File: src/rtl/alu_seq_ctrl_if.sv
// Handshake and ALU-side bundle for alu_seq_ctrl: request in, registered
// operands out to the ALU, ALU result back, captured result out.
interface alu_seq_ctrl_if #(
  parameter int WIDTH = 32
);
  logic             in_valid;
  logic             in_ready;
  logic [WIDTH-1:0] in_a;
  logic [WIDTH-1:0] in_b;
  logic [WIDTH-1:0] in_inst;
  logic [WIDTH-1:0] alu_a;
  logic [WIDTH-1:0] alu_b;
  logic [WIDTH-1:0] alu_inst;
  logic [WIDTH-1:0] alu_out;
  logic             alu_z;
  logic             alu_n;
  logic             alu_v;
  logic             alu_cmp;
  logic             out_valid;
  logic             out_ready;
  logic [WIDTH-1:0] out_result;
  logic             out_z;
  logic             out_n;
  logic             out_v;
  logic             out_cmp;
  logic             busy;

  modport master (
    output in_valid, in_a, in_b, in_inst,
    output alu_out, alu_z, alu_n, alu_v, alu_cmp, out_ready,
    input  in_ready, alu_a, alu_b, alu_inst,
    input  out_valid, out_result, out_z, out_n, out_v, out_cmp, busy
  );

  modport slave (
    input  in_valid, in_a, in_b, in_inst,
    input  alu_out, alu_z, alu_n, alu_v, alu_cmp, out_ready,
    output in_ready, alu_a, alu_b, alu_inst,
    output out_valid, out_result, out_z, out_n, out_v, out_cmp, busy
  );
endinterface

File: src/rtl/alu_seq_ctrl.sv
// Multi-cycle ALU sequencer: holds operands on the ALU for one cycle (ordinary)
// or MUL_LATENCY cycles (M-extension multiply), then captures and presents the result.
module alu_seq_ctrl #(
  parameter int WIDTH       = 32,
  parameter int MUL_LATENCY = 3
) (
  input  logic         clk,
  input  logic         rst,
  alu_seq_ctrl_if.slave bus
);

  typedef enum logic [1:0] {
    IDLE = 2'd0,
    EXEC = 2'd1,
    MUL  = 2'd2,
    DONE = 2'd3
  } state_e;

  localparam logic [3:0] CNT_INIT = 4'(MUL_LATENCY - 1);

  state_e           state_q, state_d;
  logic [3:0]       cnt_q, cnt_d;
  logic [WIDTH-1:0] alu_a_q, alu_a_d;
  logic [WIDTH-1:0] alu_b_q, alu_b_d;
  logic [WIDTH-1:0] alu_inst_q, alu_inst_d;
  logic [WIDTH-1:0] res_q, res_d;
  logic             z_q, z_d;
  logic             n_q, n_d;
  logic             v_q, v_d;
  logic             cmp_q, cmp_d;

  logic is_mul_s;
  logic in_ready_s;
  logic accept_s;
  logic capture_s;

  // Decode, handshake and capture qualifiers
  always_comb begin
    is_mul_s   = (bus.in_inst[6:0] == 7'b0110011) && (bus.in_inst[31:25] == 7'b0000001);
    in_ready_s = (state_q == IDLE) || ((state_q == DONE) && bus.out_ready);
    accept_s   = bus.in_valid && in_ready_s;
    capture_s  = (state_q == EXEC) || ((state_q == MUL) && (cnt_q == 4'd0));
  end

  // Next-state, multiply countdown and datapath register loads
  always_comb begin
    state_d    = state_q;
    cnt_d      = cnt_q;
    alu_a_d    = accept_s  ? bus.in_a    : alu_a_q;
    alu_b_d    = accept_s  ? bus.in_b    : alu_b_q;
    alu_inst_d = accept_s  ? bus.in_inst : alu_inst_q;
    res_d      = capture_s ? bus.alu_out : res_q;
    z_d        = capture_s ? bus.alu_z   : z_q;
    n_d        = capture_s ? bus.alu_n   : n_q;
    v_d        = capture_s ? bus.alu_v   : v_q;
    cmp_d      = capture_s ? bus.alu_cmp : cmp_q;
    case (state_q)
      IDLE: state_d = accept_s ? (is_mul_s ? MUL : EXEC) : IDLE;
      EXEC: state_d = DONE;
      MUL: begin
        if (cnt_q == 4'd0) begin
          state_d = DONE;
        end else begin
          cnt_d = cnt_q - 4'd1;
        end
      end
      DONE: begin
        if (bus.out_ready) begin
          state_d = accept_s ? (is_mul_s ? MUL : EXEC) : IDLE;
        end else begin
          state_d = DONE;
        end
      end
      default: state_d = IDLE;
    endcase
    // The countdown restarts on every accept, whichever state it occurs in.
    if (accept_s) begin
      cnt_d = CNT_INIT;
    end else begin
      cnt_d = cnt_d;
    end
  end

  // State and datapath registers with synchronous reset
  always_ff @(posedge clk) begin
    if (rst) begin
      state_q    <= IDLE;
      cnt_q      <= 4'd0;
      alu_a_q    <= '0;
      alu_b_q    <= '0;
      alu_inst_q <= '0;
      res_q      <= '0;
      z_q        <= 1'b0;
      n_q        <= 1'b0;
      v_q        <= 1'b0;
      cmp_q      <= 1'b0;
    end else begin
      state_q    <= state_d;
      cnt_q      <= cnt_d;
      alu_a_q    <= alu_a_d;
      alu_b_q    <= alu_b_d;
      alu_inst_q <= alu_inst_d;
      res_q      <= res_d;
      z_q        <= z_d;
      n_q        <= n_d;
      v_q        <= v_d;
      cmp_q      <= cmp_d;
    end
  end

  assign bus.in_ready   = in_ready_s;
  assign bus.alu_a      = alu_a_q;
  assign bus.alu_b      = alu_b_q;
  assign bus.alu_inst   = alu_inst_q;
  assign bus.out_valid  = (state_q == DONE);
  assign bus.out_result = res_q;
  assign bus.out_z      = z_q;
  assign bus.out_n      = n_q;
  assign bus.out_v      = v_q;
  assign bus.out_cmp    = cmp_q;
  assign bus.busy       = (state_q != IDLE);

endmodule

File: src/flat_wrapper.sv
// flat-port wrapper written by rule: the top's interface ports become plain ports
module alu_seq_ctrl_flat 
#(
  parameter int WIDTH       = 32,
  parameter int MUL_LATENCY = 3
)
  (clk, rst, bus_in_valid, bus_in_a, bus_in_b, bus_in_inst, bus_alu_out, bus_alu_z, bus_alu_n, bus_alu_v, bus_alu_cmp, bus_out_ready, bus_in_ready, bus_alu_a, bus_alu_b, bus_alu_inst, bus_out_valid, bus_out_result, bus_out_z, bus_out_n, bus_out_v, bus_out_cmp, bus_busy);
  alu_seq_ctrl_if #(.WIDTH(WIDTH)) bus_i ();
  input  logic clk;
  input  logic rst;
  input wire logic [$bits(bus_i.in_valid)-1:0] bus_in_valid;
  input wire logic [$bits(bus_i.in_a)-1:0] bus_in_a;
  input wire logic [$bits(bus_i.in_b)-1:0] bus_in_b;
  input wire logic [$bits(bus_i.in_inst)-1:0] bus_in_inst;
  input wire logic [$bits(bus_i.alu_out)-1:0] bus_alu_out;
  input wire logic [$bits(bus_i.alu_z)-1:0] bus_alu_z;
  input wire logic [$bits(bus_i.alu_n)-1:0] bus_alu_n;
  input wire logic [$bits(bus_i.alu_v)-1:0] bus_alu_v;
  input wire logic [$bits(bus_i.alu_cmp)-1:0] bus_alu_cmp;
  input wire logic [$bits(bus_i.out_ready)-1:0] bus_out_ready;
  output wire logic [$bits(bus_i.in_ready)-1:0] bus_in_ready;
  output wire logic [$bits(bus_i.alu_a)-1:0] bus_alu_a;
  output wire logic [$bits(bus_i.alu_b)-1:0] bus_alu_b;
  output wire logic [$bits(bus_i.alu_inst)-1:0] bus_alu_inst;
  output wire logic [$bits(bus_i.out_valid)-1:0] bus_out_valid;
  output wire logic [$bits(bus_i.out_result)-1:0] bus_out_result;
  output wire logic [$bits(bus_i.out_z)-1:0] bus_out_z;
  output wire logic [$bits(bus_i.out_n)-1:0] bus_out_n;
  output wire logic [$bits(bus_i.out_v)-1:0] bus_out_v;
  output wire logic [$bits(bus_i.out_cmp)-1:0] bus_out_cmp;
  output wire logic [$bits(bus_i.busy)-1:0] bus_busy;
  assign bus_i.in_valid = bus_in_valid;
  assign bus_i.in_a = bus_in_a;
  assign bus_i.in_b = bus_in_b;
  assign bus_i.in_inst = bus_in_inst;
  assign bus_i.alu_out = bus_alu_out;
  assign bus_i.alu_z = bus_alu_z;
  assign bus_i.alu_n = bus_alu_n;
  assign bus_i.alu_v = bus_alu_v;
  assign bus_i.alu_cmp = bus_alu_cmp;
  assign bus_i.out_ready = bus_out_ready;
  assign bus_in_ready = bus_i.in_ready;
  assign bus_alu_a = bus_i.alu_a;
  assign bus_alu_b = bus_i.alu_b;
  assign bus_alu_inst = bus_i.alu_inst;
  assign bus_out_valid = bus_i.out_valid;
  assign bus_out_result = bus_i.out_result;
  assign bus_out_z = bus_i.out_z;
  assign bus_out_n = bus_i.out_n;
  assign bus_out_v = bus_i.out_v;
  assign bus_out_cmp = bus_i.out_cmp;
  assign bus_busy = bus_i.busy;
  alu_seq_ctrl #(.WIDTH(WIDTH), .MUL_LATENCY(MUL_LATENCY)) u_core (.clk(clk), .rst(rst), .bus(bus_i));
endmodule
File: config.mk
export PLATFORM = sky130hd
export DESIGN_NAME = alu_seq_ctrl_flat
export DESIGN_NICKNAME = d
export VERILOG_FILES = /design/src/rtl/alu_seq_ctrl_if.sv /design/src/rtl/alu_seq_ctrl.sv /design/src/flat_wrapper.sv
export SDC_FILE = /design/constraint.sdc
export NUM_CORES = 1
export LEC_CHECK = 0
export ABC_AREA = 1
export CAP_MARGIN = 0
export CORE_MARGIN = 5
export CORE_UTILIZATION = 39
export CTS_CLUSTER_DIAMETER = 100
export DETAILED_ROUTE_END_ITERATION = 12
export PLACE_DENSITY = 0.8
export SYNTH_ARGS = -nofsm -noshare
export SYNTH_HDL_FRONTEND = slang
export SYNTH_SLANG_ARGS = --single-unit
File: constraint.sdc
create_clock -name clk -period 1.6 [get_ports clk]
set_input_delay 0.16 -clock clk [delete_from_list [all_inputs] [get_ports clk]]
set_output_delay 0.16 -clock clk [all_outputs]
set_load 0.02 [all_outputs]
==> results of run 1 <==
-- state kept, by name (all words and copies together) (netlist names) --
name,count
u_core.bus.out_cmp,1
u_core.bus.alu_a,32
u_core.bus.out_n,1
u_core.state_q,2
u_core.bus.alu_inst,32
u_core.bus.out_v,1
u_core.bus.alu_b,32
u_core.cnt_q,4
u_core.bus.out_z,1
u_core.bus.out_result,32
-- placed cells by master, fill, tap and decap left out, types with 3 or more instances in the layout --
master                            instances
sky130_fd_sc_hd__a21oi_1                  8
sky130_fd_sc_hd__buf_12                   7
sky130_fd_sc_hd__buf_4                    9
sky130_fd_sc_hd__buf_6                    5
sky130_fd_sc_hd__bufinv_16                5
sky130_fd_sc_hd__clkbuf_16               20
sky130_fd_sc_hd__clkdlybuf4s50_1        254
sky130_fd_sc_hd__clkinv_2                 4
sky130_fd_sc_hd__dfxtp_1                134
sky130_fd_sc_hd__dfxtp_2                  4
sky130_fd_sc_hd__dlygate4sd2_1            3
sky130_fd_sc_hd__dlymetal6s2s_1          10
sky130_fd_sc_hd__ha_1                     4
sky130_fd_sc_hd__inv_1                   11
sky130_fd_sc_hd__inv_2                    6
sky130_fd_sc_hd__nand2_1                 17
sky130_fd_sc_hd__nand3_1                  4
sky130_fd_sc_hd__nor2_1                 243
sky130_fd_sc_hd__nor2_2                  30
sky130_fd_sc_hd__o21ai_0                102
sky130_fd_sc_hd__o21ai_1                 34
-- path summary, 6_finish.rpt --
check / startpoint / endpoint / slack (ns) / depth (start not counted)
min reg2reg: u_core.cnt_q[0] / u_core.cnt_q[0] / 0.47 / 2
max: u_core.bus.out_result[23] / bus_out_result[23] / 0.03 / 1
min: bus_alu_out[3] / u_core.bus.out_result[3] / 0.32 / 3
max reg2reg: u_core.cnt_q[0] / u_core.bus.out_result[18] / 0.05 / 9
-- logic make-up (layout without fill, tap and decap cells) --
kind of cell / after synthesis / in the layout / synth area share (%)
AND/OR/NAND/NOR: 302 / 302 / 24.3
AO/OA/AOI/OAI: 144 / 144 / 14.1
flip-flops: 138 / 138 / 54.0
buffers and inverters: 61 / 345 / 6.01
adder cells (fa/ha/maj): 6 / 6 / 1.47
XOR/XNOR: 1 / 1 / 0.171
-- where the power goes --
group / leakage (µW) / switching [µW] / internal (µW)
registers: 0.00114 / 584 / 4580
clock network: 0.000321 / 1480 / 2850
logic: 0.00227 / 4370 / 3560
-- per-stage QoR --
step	power (µW)	hold slack (ns)	area (µm²)	worst slack (ns)
2_1_floorplan	9210	0.232	5120	0.0242
3_3_place_gp	12500	0.450	8020	-0.00340
5_1_grt	18400	0.319	8870	-0.0488
3_5_place_dp	12600	0.464	8020	-0.0831
4_1_cts	17000	0.298	8680	0.00149
6_report	17400	0.323	8870	0.0279
-- repair_timing --
item                                    in CTS  in global routing
gates cloned                                 0                  4
endpoints found under the setup margin     100                 71
endpoints found under the hold margin        0                  0
resized for setup                           13                 43
pin swaps                                    0                  6
buffers inserted                             0                  2
-- cell type report --
class / instances / area [µm²]
fill: 990 / 3850
inverter: 20 / 96.3
multi-input combinational: 453 / 2100
clock inverter: 11 / 191
sequential: 138 / 2770
tap: 172 / 215
clock buffer: 21 / 460
timing repair buffer: 293 / 3040
-- per-layer routing --
metal | vias to the layer above | share of wire [%]
li1 | 2626 | -
met3 | 22 | 12
met5 | - | 0
met1 | 2360 | 38
met4 | 0 | 1.9
met2 | 242 | 48
-- synthesized netlist by cell type (2+ instances only) --
master                     instances
sky130_fd_sc_hd__o21ai_1          24
sky130_fd_sc_hd__inv_1            16
sky130_fd_sc_hd__ha_1              6
sky130_fd_sc_hd__a21oi_1           8
sky130_fd_sc_hd__buf_4             3
sky130_fd_sc_hd__clkbuf_1         14
sky130_fd_sc_hd__nand2_2           3
sky130_fd_sc_hd__nor2_1          244
sky130_fd_sc_hd__nor2_2           30
sky130_fd_sc_hd__dfxtp_1         138
sky130_fd_sc_hd__nand2_1          17
sky130_fd_sc_hd__inv_2             3
sky130_fd_sc_hd__nand3_1           4
sky130_fd_sc_hd__buf_2            13
sky130_fd_sc_hd__o21ai_0         112
sky130_fd_sc_hd__buf_1             2
sky130_fd_sc_hd__buf_6             6
sky130_fd_sc_hd__clkbuf_2          3
==> impl_metrics.prom, run 1 <==
# TYPE chip_impl_metric gauge
chip_impl_metric{name="final_nets",unit=""} 1065
chip_impl_metric{name="global_route.usage.met3",unit="%"} 10.5
chip_impl_metric{name="synth_area",unit="µm²"} 5120
chip_impl_metric{name="cts_num_sinks",unit=""} 138
chip_impl_info{name="cts_root_buf",value="sky130_fd_sc_hd__clkbuf_16"} 1
chip_impl_metric{name="cts_hold_buf",unit=""} 0
chip_impl_info{name="timing.critical_path.cells",value="clkdlybuf4s50_1"} 1
chip_impl_metric{name="synth_seq_cells",unit=""} 138
chip_impl_info{name="grt.busiest_layer",value="met2"} 1
chip_impl_metric{name="placeableCoreArea",unit="µm²"} 12700
chip_impl_metric{name="synth_fp_nets",unit=""} 794
chip_impl_metric{name="fin_worst_skew",unit="ns"} 0.00702
chip_impl_metric{name="grt_pass1_wl",unit="µm"} 27000
chip_impl_metric{name="drt_first_iter_violations",unit=""} 329
chip_impl_metric{name="global_route.usage.total",unit="%"} 21.8
chip_impl_metric{name="gr-total-overflow",unit=""} 0
chip_impl_metric{name="post_route_cells_drive_above_1_share",unit="%"} 11.4
chip_impl_info{name="worst_path_max_delay_cell",value="sky130_fd_sc_hd__clkdlybuf4s50_1"} 1
chip_impl_info{name="top_cell_family_by_delay_on_the_critical_path",value="buffers and inverters"} 1
chip_impl_metric{name="max_freq",unit="MHz"} 636
chip_impl_metric{name="first_pass_iters",unit=""} 5
chip_impl_metric{name="layout.core_utilization",unit="%"} 69.7
chip_impl_metric{name="yosys_warnings",unit=""} 0
chip_impl_metric{name="cts.path.max_buffers",unit=""} 2
chip_impl_metric{name="timing_max_transition_violations_final",unit=""} 0
chip_impl_metric{name="use_met1",unit="%"} 23.8
chip_impl_info{name="capturing_element_type_of_the_critical_path",value="output pin"} 1
chip_impl_metric{name="antenna_left",unit=""} 0
chip_impl_info{name="grt_setup_unrepaired",value="true"} 1
chip_impl_metric{name="route.final.wire_length",unit="µm"} 17800
chip_impl_info{name="outcome",value="finished clean"} 1
chip_impl_info{name="critical_path.startpoint_type",value="register"} 1
chip_impl_metric{name="top_level_ports",unit=""} 271
chip_impl_metric{name="worstPathRequired",unit="ns"} 1.44
chip_impl_metric{name="synth.yosys.seq_area_share",unit="%"} 54.0
chip_impl_metric{name="die_width",unit="µm"} 125
chip_impl_metric{name="pin_count_of_the_biggest_net_entering_global_routing",unit=""} 73
chip_impl_metric{name="number_of_antenna_violations_at_the_first_check_in_global_routing",unit=""} 0
chip_impl_metric{name="areaGrowthSynthToFinish",unit="%"} 73.2
chip_impl_metric{name="post-route-period-util",unit="%"} 98.3
chip_impl_metric{name="critPathMaxFanout",unit=""} 2
chip_impl_metric{name="routedWlPerCell",unit="µm"} 16.1
chip_impl_metric{name="ctsHtreeMaxLevel",unit=""} 4
chip_impl_metric{name="die_y",unit="µm"} 125
chip_impl_metric{name="n_antenna_cell",unit=""} 0
chip_impl_metric{name="crit_buf_inv",unit=""} 1
chip_impl_metric{name="peak_supply_drop",unit="µV"} 1640
chip_impl_metric{name="post_synth_inst_count",unit=""} 652
chip_impl_info{name="worst-setup-path-type",value="register to output pin"} 1
chip_impl_metric{name="critPathMaxStageDelay",unit="ns"} 0.65
chip_impl_metric{name="synth_edf_count",unit=""} 0
chip_impl_metric{name="synth_async_sr_flop_share",unit="%"} 0
chip_impl_metric{name="totalNegativeSetupSlack",unit="ns"} 0
chip_impl_metric{name="dp.final_hpwl",unit="µm"} 12300
chip_impl_metric{name="syn_area_per_cell",unit="µm²"} 7.85
chip_impl_metric{name="remaining_drc_errors",unit=""} 0
chip_impl_metric{name="cts.reportedPaths.clkPinSlew",unit="ns"} 0.06
chip_impl_metric{name="worst_slew_pin_slew",unit="ns"} 0.324
chip_impl_metric{name="rows",unit=""} 41
chip_impl_metric{name="timing.final.setup_violations",unit=""} 0
chip_impl_info{name="synth.area.top_cells",value="sky130_fd_sc_hd__dfxtp_1, sky130_fd_sc_hd__nor2_1, sky130_fd_sc_hd__o21ai_0"} 1
chip_impl_metric{name="post_drt_via_cell_ratio",unit=""} 4.74
chip_impl_info{name="cts_tree",value="built"} 1
chip_impl_metric{name="relSlewSlack",unit="%"} 78.2
chip_impl_metric{name="use_met2",unit="%"} 36.5
chip_impl_metric{name="clk_latency",unit="ns"} 0.42
chip_impl_metric{name="hold_violations",unit=""} 0
chip_impl_metric{name="gpl.final_weighted_congestion",unit=""} 0.821
chip_impl_metric{name="grt_pass1_vias",unit=""} 5029
chip_impl_info{name="min-delay-path-class",value="input pin to register"} 1
chip_impl_info{name="synth_top_area_cell",value="sky130_fd_sc_hd__dfxtp_1"} 1
chip_impl_metric{name="timing.max_cap.violations",unit=""} 0
chip_impl_metric{name="numCtsBuffers",unit=""} 17
chip_impl_metric{name="final.min_clock_period",unit="ns"} 1.57
chip_impl_metric{name="worst_path_arrival",unit="ns"} 1.41
chip_impl_metric{name="portBuffers",unit=""} 270
chip_impl_metric{name="post-place-cells",unit=""} 1070
chip_impl_metric{name="cellLeakagePower",unit="µW"} 0.00373
chip_impl_metric{name="num_vias",unit=""} 5250
chip_impl_metric{name="post-synth-top-area-fraction",unit="%"} 54.0
chip_impl_metric{name="fin_cells",unit=""} 1108
chip_impl_info{name="synth_flop_cell",value="sky130_fd_sc_hd__dfxtp_1"} 1
chip_impl_metric{name="fp.dieArea",unit="µm²"} 15500
chip_impl_metric{name="synthDistinctLibCells",unit=""} 24
chip_impl_metric{name="cellPowerDensity",unit="nW/µm²"} 1970
chip_impl_metric{name="initial_core_util",unit="%"} 40.2
(Power assumes the default switching activity.)
==> run 2, diff against run 1 <==
CORE_MARGIN = unset   (was 5)
==> run 2 against run 1 <==
Net effect: total power shrank 3.7%; first-iteration DRC count shrank 15%; design area shrank 1.0%; worst setup slack gained 0.030 ns; sequential power is essentially flat; flip-flop and latch count is the same; register-to-register slack gained 0.06 ns; via count shrank 2.8%; critical path type unchanged; largest power group unchanged; highest routed layer unchanged.
==> impl_metrics.prom, run 2 (synthesis gave the netlist of run 1 again) <==
# TYPE chip_impl_metric gauge
chip_impl_info{name="outcome",value="finished clean"} 1
chip_impl_info{name="critical_path.startpoint_type",value="register"} 1
chip_impl_metric{name="global_route.usage.total",unit="%"} 22.3
chip_impl_metric{name="n_antenna_cell",unit=""} 0
chip_impl_metric{name="initial_core_util",unit="%"} 40.2
chip_impl_info{name="worst-setup-path-type",value="register to output pin"} 1
chip_impl_metric{name="cts_hold_buf",unit=""} 0
chip_impl_info{name="timing.critical_path.cells",value="clkdlybuf4s50_1"} 1
chip_impl_metric{name="post_route_cells_drive_above_1_share",unit="%"} 10.2
chip_impl_metric{name="gpl.final_weighted_congestion",unit=""} 0.763
chip_impl_metric{name="num_vias",unit=""} 5103
chip_impl_metric{name="areaGrowthSynthToFinish",unit="%"} 71.5
chip_impl_metric{name="first_pass_iters",unit=""} 4
chip_impl_info{name="top_cell_family_by_delay_on_the_critical_path",value="buffers and inverters"} 1
chip_impl_metric{name="worst_path_arrival",unit="ns"} 1.38
chip_impl_metric{name="rows",unit=""} 41
chip_impl_metric{name="final_nets",unit=""} 1064
chip_impl_metric{name="ctsHtreeMaxLevel",unit=""} 4
chip_impl_metric{name="final_ws_setup",unit="ns"} 0.0575
chip_impl_metric{name="top_level_ports",unit=""} 271
chip_impl_metric{name="worstPathRequired",unit="ns"} 1.44
chip_impl_metric{name="fin_worst_skew",unit="ns"} 0.00740
chip_impl_metric{name="cts_num_sinks",unit=""} 138
chip_impl_metric{name="worst_slew_pin_slew",unit="ns"} 0.310
chip_impl_metric{name="peak_supply_drop",unit="µV"} 1070
chip_impl_metric{name="relSlewSlack",unit="%"} 79.3
chip_impl_metric{name="max_freq",unit="MHz"} 648
chip_impl_metric{name="post_drt_via_cell_ratio",unit=""} 4.61
chip_impl_metric{name="antenna_left",unit=""} 0
chip_impl_metric{name="portBuffers",unit=""} 270
chip_impl_metric{name="crit_buf_inv",unit=""} 1
chip_impl_info{name="mostFrequentLayoutCell",value="sky130_fd_sc_hd__clkdlybuf4s50_1"} 1
chip_impl_info{name="capturing_element_type_of_the_critical_path",value="output pin"} 1
chip_impl_metric{name="timing.max_cap.violations",unit=""} 0
chip_impl_metric{name="placeableCoreArea",unit="µm²"} 12700
chip_impl_metric{name="number_of_antenna_violations_at_the_first_check_in_global_routing",unit=""} 0
chip_impl_metric{name="die_y",unit="µm"} 117
chip_impl_info{name="worst_path_max_delay_cell",value="sky130_fd_sc_hd__clkdlybuf4s50_1"} 1
chip_impl_metric{name="totalNegativeSetupSlack",unit="ns"} 0
chip_impl_metric{name="drt_first_iter_violations",unit=""} 279
chip_impl_metric{name="timing.final.setup_violations",unit=""} 0
chip_impl_metric{name="clk_latency",unit="ns"} 0.41
chip_impl_metric{name="final.min_clock_period",unit="ns"} 1.54
chip_impl_metric{name="pin_count_of_the_biggest_net_entering_global_routing",unit=""} 49
chip_impl_metric{name="cellPowerDensity",unit="nW/µm²"} 1910
chip_impl_info{name="cts_tree",value="built"} 1
chip_impl_metric{name="critPathMaxFanout",unit=""} 2
chip_impl_metric{name="post-route-period-util",unit="%"} 96.4
chip_impl_metric{name="hold_violations",unit=""} 0
chip_impl_metric{name="grt_pass1_vias",unit=""} 4658
chip_impl_metric{name="cts.path.max_buffers",unit=""} 2
chip_impl_metric{name="timing_max_transition_violations_final",unit=""} 0
chip_impl_metric{name="gr-total-overflow",unit=""} 0
chip_impl_metric{name="critPathMaxStageDelay",unit="ns"} 0.63
chip_impl_metric{name="remaining_drc_errors",unit=""} 0
chip_impl_info{name="most-common-layout-cells",value="sky130_fd_sc_hd__clkdlybuf4s50_1, sky130_fd_sc_hd__nor2_1, sky130_fd_sc_hd__dfxtp_1"} 1
chip_impl_info{name="cts_root_buf",value="sky130_fd_sc_hd__clkbuf_16"} 1
chip_impl_metric{name="cts.reportedPaths.clkPinSlew",unit="ns"} 0.06
chip_impl_metric{name="grt_pass1_wl",unit="µm"} 23000
chip_impl_metric{name="routedWlPerCell",unit="µm"} 13.8
chip_impl_metric{name="dp.final_hpwl",unit="µm"} 10900
chip_impl_metric{name="die_width",unit="µm"} 117
chip_impl_info{name="min-delay-path-class",value="input pin to register"} 1
chip_impl_metric{name="numCtsBuffers",unit=""} 17
chip_impl_metric{name="fp.dieArea",unit="µm²"} 13600
chip_impl_info{name="grt_setup_unrepaired",value="false"} 1
chip_impl_metric{name="placement.setup.worst_slack",unit="ns"} 0.0307
chip_impl_metric{name="route.final.wire_length",unit="µm"} 15300
chip_impl_metric{name="cellLeakagePower",unit="µW"} 0.00366
-- run 2: cell types whose count changed in the layout (fill, tap and decap cells not counted), sizes merged --
cell and delta:
inv -1, clkdlybuf4s50 +5, dlymetal6s2s -2, clkdlybuf4s15 +2, bufinv -2, dlygate4sd2 -3
buf +2, clkinv -2
-- run 2: stage by stage --
step	hold WS [ns]	cells	cell area [µm²]	util [%]	power (µW)
final	0.325	1107	8780	69.0	16800
after global routing	0.328	1107	8780	69.0	17900
after CTS	0.308	1106	8730	68.7	16900
after detailed placement	0.470	1074	8120	63.8	12800
after global placement	0.448	1074	8120	63.8	12700
after floorplan	0.232	652	5120	-	9210
-- run 2: where the power goes --
part | switching [µW] | internal, µW
Clock | 1410 | 2660
Sequential | 555 | 4580
Combinational | 4110 | 3470
-- run 2: timing repair --
| action | 4_1_cts | 5_1_grt |
|---|---|---|
| endpoints found under the setup margin | 2 | 50 |
| hold endpoints to repair | 0 | 0 |
| gates resized for setup | 5 | 15 |
| setup buffers | 0 | 1 |
-- run 2: layout make-up --
cell class	count	area [µm²]
fill	1054	3940
timing repair buffer	292	3040
sequential	138	2770
multi-input combinational	453	2050
clock buffer	26	509
tap	172	215
clock inverter	6	109
inverter	20	81.3
-- run 2: metal layers --
metal | up-vias | share of wire [%] | global-route usage, %
met1 | 2251 | 41 | 24.6
met4 | 0 | 2.2 | 9.28
li1 | 2620 | - | -
met5 | - | 0 | 0
met3 | 26 | 11 | 10.7
met2 | 206 | 46 | 37.0
-- run 2: final timing paths --
| kind | start | end | slack (ns) | cells after the start |
|---|---|---|---|---|
| worst max register to register | u_core.cnt_q[0] | u_core.bus.out_v | 0.11 | 10 |
| worst max-delay path | u_core.bus.out_result[12] | bus_out_result[12] | 0.06 | 1 |
| worst min-delay path | bus_in_inst[25] | u_core.bus.alu_inst[25] | 0.33 | 3 |
| worst min register to register | u_core.bus.alu_a[0] | u_core.bus.alu_a[0] | 0.48 | 2 |
==> run 3, diff against run 2 <==
CORE_AREA = 2 2 104 106   (was unset)
CORE_UTILIZATION = unset   (was 39)
DIE_AREA = 0 0 106 108   (was unset)
DONT_BUFFER_PORTS = 1   (was unset)
PLACE_DENSITY = unset   (was 0.8)
TNS_END_PERCENT = 20   (was unset)
==> run 3 against run 2 <==
Net effect: core utilization rose by 2.7 points; clock power up 7.9%; via count down 6.0%; non-clock buffer count fell by 137; die area decreased by 16%; sequential power increased by 31%; critical path depth up 7; total power decreased by 11%; critical endpoint is now u_core.bus.alu_b[0]; largest power group is now registers.
==> impl_metrics.prom, run 3 (synthesis gave the netlist of run 1 again) <==
# TYPE chip_impl_metric gauge
chip_impl_info{name="outcome",value="finished clean"} 1
chip_impl_info{name="cts_tree",value="built"} 1
chip_impl_metric{name="relSlewSlack",unit="%"} 69.7
chip_impl_metric{name="fin_worst_skew",unit="ns"} 0.00948
chip_impl_info{name="worst-setup-path-type",value="register to register"} 1
chip_impl_metric{name="timing_max_transition_violations_final",unit=""} 0
chip_impl_metric{name="cts_num_sinks",unit=""} 138
chip_impl_metric{name="areaGrowthSynthToFinish",unit="%"} 43.3
chip_impl_metric{name="cellLeakagePower",unit="µW"} 0.00308
chip_impl_metric{name="die_width",unit="µm"} 106
chip_impl_metric{name="num_vias",unit=""} 4798
chip_impl_metric{name="cts.reportedPaths.clkPinSlew",unit="ns"} 0.06
chip_impl_metric{name="final.min_clock_period",unit="ns"} 1.53
chip_impl_info{name="critPathLaunch",value="u_core.state_q[1]"} 1
chip_impl_info{name="worstReg2RegStart",value="u_core.state_q[1]"} 1
chip_impl_info{name="min-delay-path-class",value="input pin to register"} 1
chip_impl_metric{name="routedWlPerCell",unit="µm"} 16.2
chip_impl_metric{name="final_area",unit="µm²"} 7340
chip_impl_metric{name="portBuffers",unit=""} 0
chip_impl_metric{name="final_ws_setup",unit="ns"} 0.0658
chip_impl_metric{name="final_nets",unit=""} 927
chip_impl_metric{name="worst-r2r-cell-count",unit=""} 8
chip_impl_metric{name="die_y",unit="µm"} 108
chip_impl_metric{name="fp.dieArea",unit="µm²"} 11400
chip_impl_metric{name="pin_count_of_the_biggest_net_entering_global_routing",unit=""} 58
chip_impl_metric{name="top_level_ports",unit=""} 271
chip_impl_info{name="critical_path.startpoint_type",value="register"} 1
chip_impl_metric{name="post_drt_via_cell_ratio",unit=""} 5.14
chip_impl_metric{name="n_antenna_cell",unit=""} 0
chip_impl_metric{name="critPathMaxFanout",unit=""} 23
chip_impl_metric{name="ctsHtreeMaxLevel",unit=""} 4
chip_impl_metric{name="post_route_cells_drive_above_1_share",unit="%"} 12.2
chip_impl_metric{name="r2r_setup_slack",unit="ns"} 0.07
chip_impl_info{name="cts_root_buf",value="sky130_fd_sc_hd__clkbuf_8"} 1
chip_impl_metric{name="worstPathRequired",unit="ns"} 2.00
chip_impl_metric{name="worst_slew_pin_slew",unit="ns"} 0.454
chip_impl_metric{name="worst_path_arrival",unit="ns"} 1.94
chip_impl_metric{name="numCtsBuffers",unit=""} 17
chip_impl_metric{name="max_freq",unit="MHz"} 652
chip_impl_metric{name="grt_pass1_wl",unit="µm"} 23300
chip_impl_metric{name="cellPowerDensity",unit="nW/µm²"} 2040
chip_impl_metric{name="drt_first_iter_violations",unit=""} 249
chip_impl_metric{name="grt_pass1_vias",unit=""} 4784
chip_impl_metric{name="dp.final_hpwl",unit="µm"} 9270
chip_impl_metric{name="global_route.usage.total",unit="%"} 25.9
chip_impl_metric{name="post-route-period-util",unit="%"} 95.9
chip_impl_metric{name="fill_cells",unit=""} 746
chip_impl_metric{name="peak_supply_drop",unit="µV"} 1760
chip_impl_metric{name="remaining_drc_errors",unit=""} 0
chip_impl_metric{name="timing.final.setup_violations",unit=""} 0
chip_impl_metric{name="hold_violations",unit=""} 0
chip_impl_metric{name="timing.max_cap.violations",unit=""} 0
chip_impl_metric{name="number_of_antenna_violations_at_the_first_check_in_global_routing",unit=""} 0
chip_impl_metric{name="first_pass_iters",unit=""} 5
chip_impl_info{name="critical_path.reg2reg.endpoint",value="u_core.bus.alu_b[0]"} 1
chip_impl_metric{name="gr-total-overflow",unit=""} 0
chip_impl_metric{name="totalNegativeSetupSlack",unit="ns"} 0
chip_impl_metric{name="initial_core_util",unit="%"} 50.0
chip_impl_info{name="most-common-layout-cells",value="sky130_fd_sc_hd__nor2_1, sky130_fd_sc_hd__dfxtp_1, sky130_fd_sc_hd__dlygate4sd3_1"} 1
chip_impl_metric{name="layout.core_utilization",unit="%"} 71.7
chip_impl_metric{name="clk_latency",unit="ns"} 0.53
chip_impl_info{name="capturing_element_type_of_the_critical_path",value="register"} 1
chip_impl_metric{name="placeableCoreArea",unit="µm²"} 10200
chip_impl_metric{name="cts.path.max_buffers",unit=""} 2
chip_impl_metric{name="postPlaceCellArea",unit="µm²"} 5270
chip_impl_metric{name="rows",unit=""} 37
chip_impl_metric{name="gpl.final_weighted_congestion",unit=""} 0.748
chip_impl_metric{name="antenna_left",unit=""} 0
chip_impl_info{name="mostFrequentLayoutCell",value="sky130_fd_sc_hd__nor2_1"} 1
chip_impl_info{name="endpoint",value="u_core.bus.alu_b[0]"} 1
chip_impl_metric{name="placement.setup.worst_slack",unit="ns"} 0.0320
chip_impl_metric{name="whs_path_depth",unit=""} 7
chip_impl_metric{name="route.final.wire_length",unit="µm"} 15100
[run 3: area by class of cell]
cell class                 count  area [µm²]  area share [%]
clock buffer                  20         445            6.07
clock inverter                12         219            2.98
inverter                      20        80.1            1.09
multi-input combinational    453        2060            28.0
sequential                   138        2770            37.7
tap                          136         170            2.32
timing repair buffer         155        1600            21.8
[run 3: what timing repair did]
item                                   in CTS  in global routing
endpoints found under the hold margin     137                  0
resized for setup                           2                 13
cloned                                      0                  1
pin swaps                                   0                  1
hold buffers                              133                  0
setup endpoints to repair                   1                 77
setup buffers                               0                  1
[run 3: worst max-delay path: stages, from the launching register on]
cell	delay (ns)
sky130_fd_sc_hd__dfxtp_2	0.36
sky130_fd_sc_hd__ha_1	0.17
sky130_fd_sc_hd__nand2_1	0.08
sky130_fd_sc_hd__nand2_4	0.09
sky130_fd_sc_hd__nand2_2	0.08
sky130_fd_sc_hd__buf_6	0.15
sky130_fd_sc_hd__buf_12	0.15
sky130_fd_sc_hd__o21ai_0	0.26
sky130_fd_sc_hd__nor2_1	0.06
[run 3: per-stage QoR]
step	hold slack (ns)	total power, µW	cells
finish	0.0169	14900	934
global route	0.0404	15800	934
CTS	0.00674	14800	932
detailed placement	0.240	10100	767
global placement	0.235	9970	767
floorplan	0.232	9210	652
[run 3: how the worst min path moves through the flow]
stage / start / slack [ns] / endpoint
5_1_grt: bus_in_inst[6] / 0.04 / u_core.state_q[1]
2_1_floorplan: rst / 0.23 / u_core.cnt_q[1]
3_5_place_dp: rst / 0.24 / u_core.cnt_q[1]
3_3_place_gp: rst / 0.23 / u_core.cnt_q[1]
4_1_cts: bus_in_inst[6] / 0.007 / u_core.state_q[1]
6_report: bus_in_inst[28] / 0.02 / u_core.state_q[1]
[run 3: layer usage]
layer / GRT usage (%) / vias to the layer above / routed length [µm]
met5: 0 / - / 0
met4: 11.7 / 0 / 448
met3: 10.4 / 39 / 1480
met2: 45.1 / 231 / 7530
met1: 27.8 / 2183 / 5660
li1: - / 2345 / -
[run 3: where the power goes]
part / internal [µW] / switching, µW / total [µW]
logic: 1540 / 2270 / 3820
clock network: 2920 / 1450 / 4380
registers: 4580 / 2160 / 6740
